==> src/rtl/multi_impl_checker_pkg.sv <==
// Shared definitions for the multi-channel implication checker.
package multi_impl_checker_pkg;

    localparam int unsigned NCH_MAX = 32;
    localparam int unsigned HI_MAX  = 15;
    // Enough bits to count every age slot 0..HI_MAX in one cycle.
    localparam int unsigned HITS_W  = $clog2(HI_MAX + 2);
    localparam int unsigned POP_W   = HI_MAX + 1;

    typedef logic [HITS_W-1:0] hits_t;

    // Legal parameter envelope of the checker.
    function automatic bit params_ok(input int unsigned nch, input int unsigned lo,
                                     input int unsigned hi, input int unsigned cnt_w);
        return (nch >= 1) && (nch <= NCH_MAX) && (lo <= hi) && (hi <= HI_MAX) && (cnt_w >= 1);
    endfunction

    // Number of set bits across all age slots.
    function automatic hits_t popcount(input logic [POP_W-1:0] v);
        hits_t n;
        n = '0;
        for (int i = 0; i < int'(POP_W); i++) begin
            n = n + hits_t'(v[i]);
        end
        return n;
    endfunction

endpackage

==> src/rtl/multi_impl_checker_chan.sv <==
// One checker channel: pending-attempt shift vector, hit/expire logic, counters.
module multi_impl_checker_chan
    import multi_impl_checker_pkg::*;
#(
    parameter int unsigned LO    = 1,
    parameter int unsigned HI    = 1,
    parameter int unsigned CNT_W = 16
) (
    input  logic             clk,
    input  logic             rst,
    input  logic             en,
    input  logic             ant,
    input  logic             cons,
    input  logic             clr,
    output logic             pass,
    output logic             fail,
    output logic             fail_c,
    output logic [CNT_W-1:0] pass_cnt,
    output logic [CNT_W-1:0] fail_cnt
);

    localparam int unsigned AW    = HI + 1;
    localparam int unsigned SUM_W = ((CNT_W > HITS_W) ? CNT_W : HITS_W) + 1;
    // Age slots that are inside the consequent window (age >= LO).
    localparam logic [AW-1:0]    WIN     = ~AW'((1 << LO) - 1);
    localparam logic [SUM_W-1:0] CNT_MAX = SUM_W'({CNT_W{1'b1}});

    logic             new_att;
    logic [AW-1:0]    ages;
    logic [AW-1:0]    ages_v;
    logic [AW-1:0]    hits;
    logic             pass_c;
    hits_t            npass;
    logic [SUM_W-1:0] pass_sum;
    logic [SUM_W-1:0] fail_sum;

    assign new_att = en & ant;
    // A disabled channel sees no attempts at all, so nothing can pass or fail.
    assign ages_v  = ages & {AW{en}};
    assign hits    = ages_v & WIN & {AW{cons}};
    assign pass_c  = |hits;
    assign fail_c  = ages_v[HI] & ~hits[HI];
    assign npass   = popcount(POP_W'(hits));

    if (HI > 0) begin : g_pend
        logic [HI:1] pend;

        // Age every surviving attempt by one; discharged and expired ones drop out.
        always_ff @(posedge clk) begin
            if (rst) begin
                pend <= '0;
            end else begin
                pend <= ages_v[HI-1:0] & ~hits[HI-1:0];
            end
        end

        assign ages = {pend, new_att};
    end else begin : g_nopend
        assign ages = new_att;
    end

    // Saturating sums for both counters.
    always_comb begin
        pass_sum = SUM_W'(pass_cnt) + SUM_W'(npass);
        fail_sum = SUM_W'(fail_cnt) + SUM_W'(fail_c);
    end

    // Registered pulses and counters; clr wipes counters but never the pulses.
    always_ff @(posedge clk) begin
        if (rst) begin
            pass     <= 1'b0;
            fail     <= 1'b0;
            pass_cnt <= '0;
            fail_cnt <= '0;
        end else begin
            pass <= pass_c;
            fail <= fail_c;
            if (clr) begin
                pass_cnt <= '0;
                fail_cnt <= '0;
            end else begin
                pass_cnt <= (pass_sum > CNT_MAX) ? {CNT_W{1'b1}} : pass_sum[CNT_W-1:0];
                fail_cnt <= (fail_sum > CNT_MAX) ? {CNT_W{1'b1}} : fail_sum[CNT_W-1:0];
            end
        end
    end

endmodule

==> config.mk <==
export PLATFORM = sky130hd
export DESIGN_NAME = multi_impl_checker_chan
export DESIGN_NICKNAME = d
export VERILOG_FILES = /design/src/rtl/multi_impl_checker_pkg.sv /design/src/rtl/multi_impl_checker_chan.sv
export SDC_FILE = /design/constraint.sdc
export NUM_CORES = 1
export LEC_CHECK = 0
export CAP_MARGIN = 5
export CORE_MARGIN = 10
export CORE_UTILIZATION = 54
export CTS_BUF_LIST = sky130_fd_sc_hd__clkbuf_8
export DETAILED_ROUTE_END_ITERATION = 16
export PLACE_DENSITY = 0.87
export SYNTH_ARGS = -nofsm -noshare
export SYNTH_HDL_FRONTEND = slang
export SYNTH_SLANG_ARGS = --single-unit
==> constraint.sdc <==
create_clock -name clk -period 2.7 [get_ports clk]
set_input_delay 0.27 -clock clk [delete_from_list [all_inputs] [get_ports clk]]
set_output_delay 0.27 -clock clk [all_outputs]
set_load 0.005 [all_outputs]
# Yosys cells after proc, flatten, opt, wreduce, memory -nomap -nowiden
# Cells that the tools add are included.
# totals
ff_bits,35
in_bits,6
output_inout_bits,35
wordCells,21
# op_classes
n_addsub,3
order_cmp,2
n_mux,2
n_bitwise,7
reduce_logical,2
# op_table
op,count
$gt 17x16->1 const B,2
$mux 16,2
$add 16x1->17,1
$add 16x2->17,1
$and 2x2->2,2
$reduce_or 2->1,2
$and 1x1->1,3
$add 1x1->2,1
$not 1->1,2

# Logic depth before layout (Yosys ltp)
# Gate-level depths: netlist of the first run.
# logic_depth
ltp_word,8
depth_mapped,7
ltp_nobuf,7

# Worst setup path after synthesis of the first run
# No wires, ideal clock.
# synth_timing
path_kind,register to register
startpoint,register g_pend.pend
endpoint,register fail_cnt[14]
setup_time_ns,0.131
arrival_time_ns,1.635
required_ns,2.569
slack_ns,0.934
stages_incl_launch_ff,8
n_path_buf,0
period_less_slack_ns,1.766
cell_sequence,dfxtp_1 > nand2_1 > nor2_1 > ha_1 > nand4_1 > nor3_1 > nor4bb_1 > nor3_1
# synth_between
elab_chain_len,7
# synth_rtl
element,line_no,rtl
from (decl),multi_impl_checker_chan.sv:46,logic [HI:1] pend;
from (signal assigned),multi_impl_checker_chan.sv:53,pend <= ages_v[HI-1:0] & ~hits[HI-1:0];
$and 2x2->2 *,multi_impl_checker_chan.sv:39,assign ages_v = ages & {AW{en}};
$and 2x2->2,multi_impl_checker_chan.sv:40,assign hits = ages_v & WIN & {AW{cons}};
$not 1->1,multi_impl_checker_chan.sv:42,assign fail_c = ages_v[HI] & ~hits[HI];
$and 1x1->1 *,multi_impl_checker_chan.sv:42,
net fail_c,multi_impl_checker_chan.sv:17,"output logic fail_c,"
$add 16x1->17 *,multi_impl_checker_chan.sv:65,fail_sum = SUM_W'(fail_cnt) + SUM_W'(fail_c);
$gt 17x16->1,multi_impl_checker_chan.sv:83,fail_cnt <= (fail_sum > CNT_MAX) ? {CNT_W{1'b1}} : fail_sum[CNT_W-1:0];
$mux 16 *,multi_impl_checker_chan.sv:83,
to (signal assigned),multi_impl_checker_chan.sv:83,
to (decl),multi_impl_checker_chan.sv:19,output logic [CNT_W-1:0] fail_cnt
# The timed path passes the listed nets; every way through them passes the cells marked *.
# A chain may end at the register's enable or synchronous reset.

# Final worst setup path of the first run
# layout_timing
startpoint,input en
endpoint,register fail_cnt[14]
# layout_between
elab_chain_len,7
# layout_rtl
element,line_no,rtl
from (decl),multi_impl_checker_chan.sv:11,"input logic en,"
$and 2x2->2 *,multi_impl_checker_chan.sv:39,
$and 2x2->2,multi_impl_checker_chan.sv:40,
$not 1->1,multi_impl_checker_chan.sv:42,
$and 1x1->1 *,multi_impl_checker_chan.sv:42,
$add 16x1->17 *,multi_impl_checker_chan.sv:65,
$gt 17x16->1,multi_impl_checker_chan.sv:83,
$mux 16 *,multi_impl_checker_chan.sv:83,
# Mark *: on every way between the ends. The rest lies on a longest branch, timed or not.

==> flow_summary.ini, run 1 <==
[final_layout]
syn2layout_area_growth_pct = 31.8
drive_gt1_share_pct = 7.66
nets = 231
fill_cells = 208
regArea_um2 = 701
fin_cells = 253
diodes = 0
multi_input_area_um2 = 847

[outcome]
outcome = complete, no violations

[route]
post_drt_via_cell_ratio = 5.89
drt_iter0_drc = 101
wl_per_cell_um = 16.8
dr_total_vias = 1491
dr.pass1.iters = 4
routed_wirelength_mm = 4.25
remaining_drc_errors = 0
detail-route-antenna-nets = 0

[pwr]
seqPwrFrac_pct = 54.5
p_per_area_mw_per_mm2 = 447
p_int_mw = 0.756
swShare_pct = 20.5
total_power_mw = 0.950
vdd_drop_max_mv = 0.306
p_switching_mw = 0.194
p_leak_nw = 0.700
combPwrFrac_pct = 2.3
clockPowerShare_pct = 43.2

[critical_path]
regToRegStartpoint = g_pend.pend
r2r_end = fail_cnt[14]
cp-end-kind = flip-flop
worstPathArrival_ns = 2.35
cp_cell_sequence = clkdlybuf4s50_1 > nand2_1 > nor2_1 > ha_1 > nand4_1 > nor3_1 > nor4bb_1 > nor3_1
worst-setup-path-type = input port to flip-flop
worst_ep_required_time_ns = 2.86
worstSetupStartpointType = input port
cpPeakStageDelay_ns = 0.49
crit_buf_inv = 1
cpMaxStageDelayCell = clkdlybuf4s50_1
cp_common_cell = nor3_1
worstRegToRegCells = 7
crit_family = simple AND/OR/NAND/NOR gates
rrSetupSlack_ns = 0.67
cp_max_fo = 6

[clock_tree]
htree_num_levels = 2
clock-root-buffer = clkbuf_8
clockBufferDepth = 2
post_cts.resized_instances = 0
cts_hold_buffers = 0
cts_setup_buffers = 0
clock_latency_ns = 0.29
numCtsBuffers = 5
cts_tree = done
clk_pin_slew_worst_paths_ns = 0.07
clkSinkCount = 35

[global_route]
grt_pass1_wl_mm = 7.03
antenna_found_initial = 0
grt_pass1_vias = 1481
grt_use_total_pct = 16.2
grt_overflow = 0
grt_max_degree = 30

[sta]
setup_viol = 0
finalHoldViolations = 0
fin_crit_sh_pct = 81.3
relSlewSlack_pct = 62.3
finClkSkew_ns = 0.00750
tns_ns = 0
clock.fmax_mhz = 455
finalMaxSlewViolations = 0
tightestPinTransition_ns = 0.565
rsz0062_at_grt = no
worst_hold_slack_ns = 0.466
fin_crit_ns = 2.20

[logic_synthesis]
synth_top_family_by_area = simple AND/OR/NAND/NOR gates
syn_avg_cell_area_um2 = 9.05
synth.area.top_cells = dfxtp_1 43%, xnor2_1 8.7%, a21oi_1 6.5%
ys_warn_count = 0
synthCells = 178
yosysTopAreaCellShare_pct = 43.5
synth_nets = 188
synth_fa_ha_area_share_pct = 3.11
synth-xor-area-share_pct = 9.78
yosysTopAreaCell = dfxtp_1
synth_mux_area_share_pct = 0.621
ys_seq_elements = 35
ys_types = 36
synth-simple-area-share_pct = 23.5
ys.flop_type = dfxtp_1
syn-cell-area_mm2 = 0.00161
synth_compound_area_share_pct = 15.5
seq_area_frac_synth_pct = 43.5
yosysMostFrequentCell = dfxtp_1
synth_common_cells = 35 x dfxtp_1, 21 x a21oi_1, 16 x xnor2_1
async_flop_share_pct = 0
synth-edff-count = 0

[floorplan]
num_io_pins = 41
die_x_um = 74.6
fp-row-count = 19
floorplan.initialDensity_pct = 57.4
die_area_mm2 = 0.00557
fp.dieH_um = 74.6
core-area_mm2 = 0.00281

[worst_hold_path]
hold_class = flip-flop to flip-flop
holdCritStartpoint = g_pend.pend
worstHoldEndpoint = fail
whs_path_depth = 2

[placement]
placedCellCount = 245
place_congestion = 0.829
portBuffers = 40
dpl.hpwl_mm = 2.97

[job]
cap_violations = 0
## how the worst max path moves through the flow
stage                start            to  slack (ns)  depth (start not counted)
2_1_floorplan  g_pend.pend  fail_cnt[14]        0.93                          7
3_3_place_gp            en  fail_cnt[14]        0.35                          8
3_5_place_dp            en  fail_cnt[13]        0.25                          8
4_1_cts               cons  pass_cnt[11]        0.52                          7
5_1_grt                 en  fail_cnt[13]        0.30                          8
6_report                en  fail_cnt[14]        0.50                          8
## worst register-to-register path: stages, from the launching register on
cell and delay, ns:
dfxtp_1 0.32, nand2_1 0.06, nor2_1 0.19, ha_1 0.22, nand4_1 0.25, nor3_1 0.44
nor4bb_1 0.34, nor3_1 0.07
## sequential cells by signal, indices dropped and copies added, names as in the netlist
name and cells:
fail 1, fail_cnt 16, pass_cnt 16, pass 1, g_pend.pend 1
## layer usage
layer	vias up	track usage, %	routed length [µm]
li1	733	-	-
met1	704	16.1	1630
met2	45	29.4	2240
met3	9	7.23	321
met4	0	5.67	64
met5	-	0	0
## kinds of logic after synthesis
kind of cell,count (synthesis)
AOI/OAI and AO/OA,40
xor gates and xnor gates,18
adders and majority gates,4
buffers and inverters,13
DFF,35
muxes,1
and+or+nand+nor,67
## through the flow
| stage | setup slack, ns | area [µm²] | util (%) |
|---|---|---|---|
| finish | 0.504 | 2120 | 75.7 |
| global route | 0.302 | 2120 | 75.7 |
| CTS | 0.519 | 2120 | 75.7 |
| detailed placement | 0.246 | 2020 | 72.2 |
| global placement | 0.347 | 2020 | 72.2 |
| floorplan | 0.934 | 1610 | - |
## layout make-up
class	count	share of cell area, %
Inverter	8	1.41
Timing Repair Buffer	41	19.2
Tap cell	31	1.83
Multi-Input combinational cell	130	39.9
Clock buffer	7	4.53
Clock inverter	1	0.177
Sequential cell	35	33.0
## cell usage in the layout, fill, tap and decap left out
master and count:
clkdlybuf4s50_1 40, dfxtp_1 35, a21oi_1 21, xnor2_1 16, nand2_1 13, nor2_1 11
inv_1 9, nor3_1 8, nand3_1 7, clkbuf_8 7, nand4_1 6, nor4_1 6
a31oi_1 5, ha_1 4, a211oi_1 3, and3_1 2, nand4_2 2, xor2_1 2
o21ai_0 2, or3_1 2, a31o_2 2, a21oi_2 2, nor2b_1 2, nand3b_1 2
o211a_1 2, nor4_4 1, nand3_2 1, or2_2 1, nor4bb_1 1, mux2i_1 1
o2111a_1 1, or2_1 1, or4_1 1, o31ai_1 1, o21bai_1 1, buf_4 1
## power by group through the flow
stage	Clock (mW)	Combinational [mW]	Sequential (mW)
after global routing	0.441	0.0241	0.518
after global placement	0	0.0210	0.529
final	0.411	0.0216	0.518
after floorplan	0	0.00946	0.529
after CTS	0.417	0.0221	0.518
after detailed placement	0	0.0216	0.530
Power figures use the tool's default switching activity.
==> run 2, diff against run 1 <==
- CORE_UTILIZATION: 54 -> 45
- PLACE_DENSITY: 0.87 -> 0.77
- clock period: 2.7 -> 1.96 ns (I/O delays scaled with it)
==> run 2 against run 1 <==
Compared with the run above: register-to-register slack lost 0.48 ns; critical endpoint is now fail_cnt[9]; power rose by 38%; non-clock buffer count rose by 18; sequential power is 38% higher; sequential share of layout area fell by 2.8 points; count of clock-buffer cells in the layout did not move.
==> flow_summary.ini, run 2 (synthesized netlist as in run 1, its figures left out) <==
[outcome]
outcome = complete, no violations

[global_route]
grt_pass1_vias = 1452
grt_max_degree = 30
grt_overflow = 0
antenna_found_initial = 0
grt_use_total_pct = 13.0
grt_pass1_wl_mm = 6.77

[clock_tree]
htree_num_levels = 2
cts_setup_buffers = 0
clkSinkCount = 35
clockBufferDepth = 2
cts_hold_buffers = 0
clock_latency_ns = 0.28
clk_pin_slew_worst_paths_ns = 0.07
cts_tree = done
numCtsBuffers = 5
clock-root-buffer = clkbuf_8

[critical_path]
cp_max_fo = 5
cp_cell_sequence = clkdlybuf4s50_1 > nand2_1 > nor2_2 > ha_1 > nand4_1 > buf_4 > nor3_1 > xnor2_1 > a21oi_1
worst-setup-path-type = input port to flip-flop
worstPathArrival_ns = 2.00
r2r_end = fail_cnt[9]
worstRegToRegCells = 8
worst_ep_required_time_ns = 2.10
cp-startpoint = en
rrSetupSlack_ns = 0.19
regToRegStartpoint = g_pend.pend
worstSetupStartpointType = input port
cp-end-kind = flip-flop
cpPeakStageDelay_ns = 0.49
cpMaxStageDelayCell = clkdlybuf4s50_1

[final_layout]
syn2layout_area_growth_pct = 44.1
final_common_cell = clkdlybuf4s50_1
diodes = 0
drive_gt1_share_pct = 17.1
fill_cells = 270
top_regs = fail_cnt x16, pass_cnt x16
final_cell_mix = 40 x clkdlybuf4s50_1, 35 x dfxtp_1, 21 x a21oi_1
regArea_um2 = 701
fin_cells = 286
multi_input_area_um2 = 878
nets = 249

[route]
detail-route-antenna-nets = 0
post_drt_via_cell_ratio = 5.34
dr.pass1.iters = 5
remaining_drc_errors = 0
routed_wirelength_mm = 4.17
dr_total_vias = 1527
wl_per_cell_um = 14.6
drt_iter0_drc = 82

[floorplan]
fp-row-count = 21
core-area_mm2 = 0.00339
floorplan.initialDensity_pct = 47.5
die_area_mm2 = 0.00638
num_io_pins = 41
die_x_um = 79.8
fp.dieH_um = 79.8

[sta]
tightestPinTransition_ns = 0.574
tns_ns = 0
setup_viol = 0
fin_crit_ns = 1.86
worst_hold_slack_ns = 0.448
rsz0062_at_grt = no
finClkSkew_ns = 0.00749
clock.fmax_mhz = 538
final.setup.worst_slack_ns = 0.102
finalMaxSlewViolations = 0
relSlewSlack_pct = 61.8
finalHoldViolations = 0
fin_crit_sh_pct = 94.8

[pwr]
clockPowerShare_pct = 43.2
p_per_area_mw_per_mm2 = 566
combPwrFrac_pct = 2.5
vdd_drop_max_mv = 0.381
p_leak_nw = 0.798
p_int_mw = 1.04
seqPwrFrac_pct = 54.3
p_switching_mw = 0.270
total_power_mw = 1.31
swShare_pct = 20.6

[placement]
dpl.hpwl_mm = 2.99
portBuffers = 40
placedCellCount = 278
place_congestion = 0.872
pre_cts_slack_ns = -0.311

[worst_hold_path]
holdCritStartpoint = ant
hold_class = input port to flip-flop
worstHoldEndpoint = g_pend.pend
whs_path_depth = 3

[job]
cap_violations = 0
## run 2: what timing repair did
action / CTS / global route
pin swaps: 0 / 0
setup endpoints to repair: 8 / 13
resized for setup: 1 / 5
## run 2: layout make-up
type,instances,area share [%]
clock buffers,7,4.15
clock inverters,1,0.162
inverters,8,1.29
multi-input cells,130,37.8
flip-flops and latches,35,30.2
well taps,46,2.48
repair buffers,59,23.9
## run 2: critical path, delay by kind of cell
kind / cells / cell delay [ns]
simple gates: 4 / 0.65
buf+inv: 2 / 0.72
compound gates: 1 / 0.08
xor+xnor: 1 / 0.14
fa+ha+maj: 1 / 0.20
## run 2: through the flow
stage,util [%],instance area (µm²)
finish,68.5,2320
global route,68.5,2320
CTS,67.7,2300
detailed placement,64.6,2190
global placement,64.6,2190
floorplan,-,1610
## run 2: routing by layer
layer  up-vias  track usage, %  part of all wire (%)
li1        768               -                     -
met1       700            14.3                    41
met2        55            21.8                    49
met3         4            6.31                   9.3
met4         0            3.52                  0.41
met5         -               0                     0
## run 2: how the worst max path moves through the flow
stage	to	cells after the start
after floorplan	fail_cnt[14]	7
after global placement	fail_cnt[0]	7
after detailed placement	fail_cnt[7]	7
after CTS	fail_cnt[14]	8
after global routing	pass_cnt[13]	7
final	fail_cnt[9]	9
## run 2: power by group through the flow
stage	Combinational (mW)	Clock, mW	Sequential (mW)
final	0.0323	0.568	0.713
after global routing	0.0356	0.613	0.713
after CTS	0.0320	0.577	0.713
after detailed placement	0.0319	0	0.729
after global placement	0.0319	0	0.729
after floorplan	0.0130	0	0.729
==> run 3, diff against run 2 <==
- CTS_CLUSTER_DIAMETER: not set -> 120
==> results of run 3 <==
No change in the layout: final DEF, timing and power equal those of run 2.
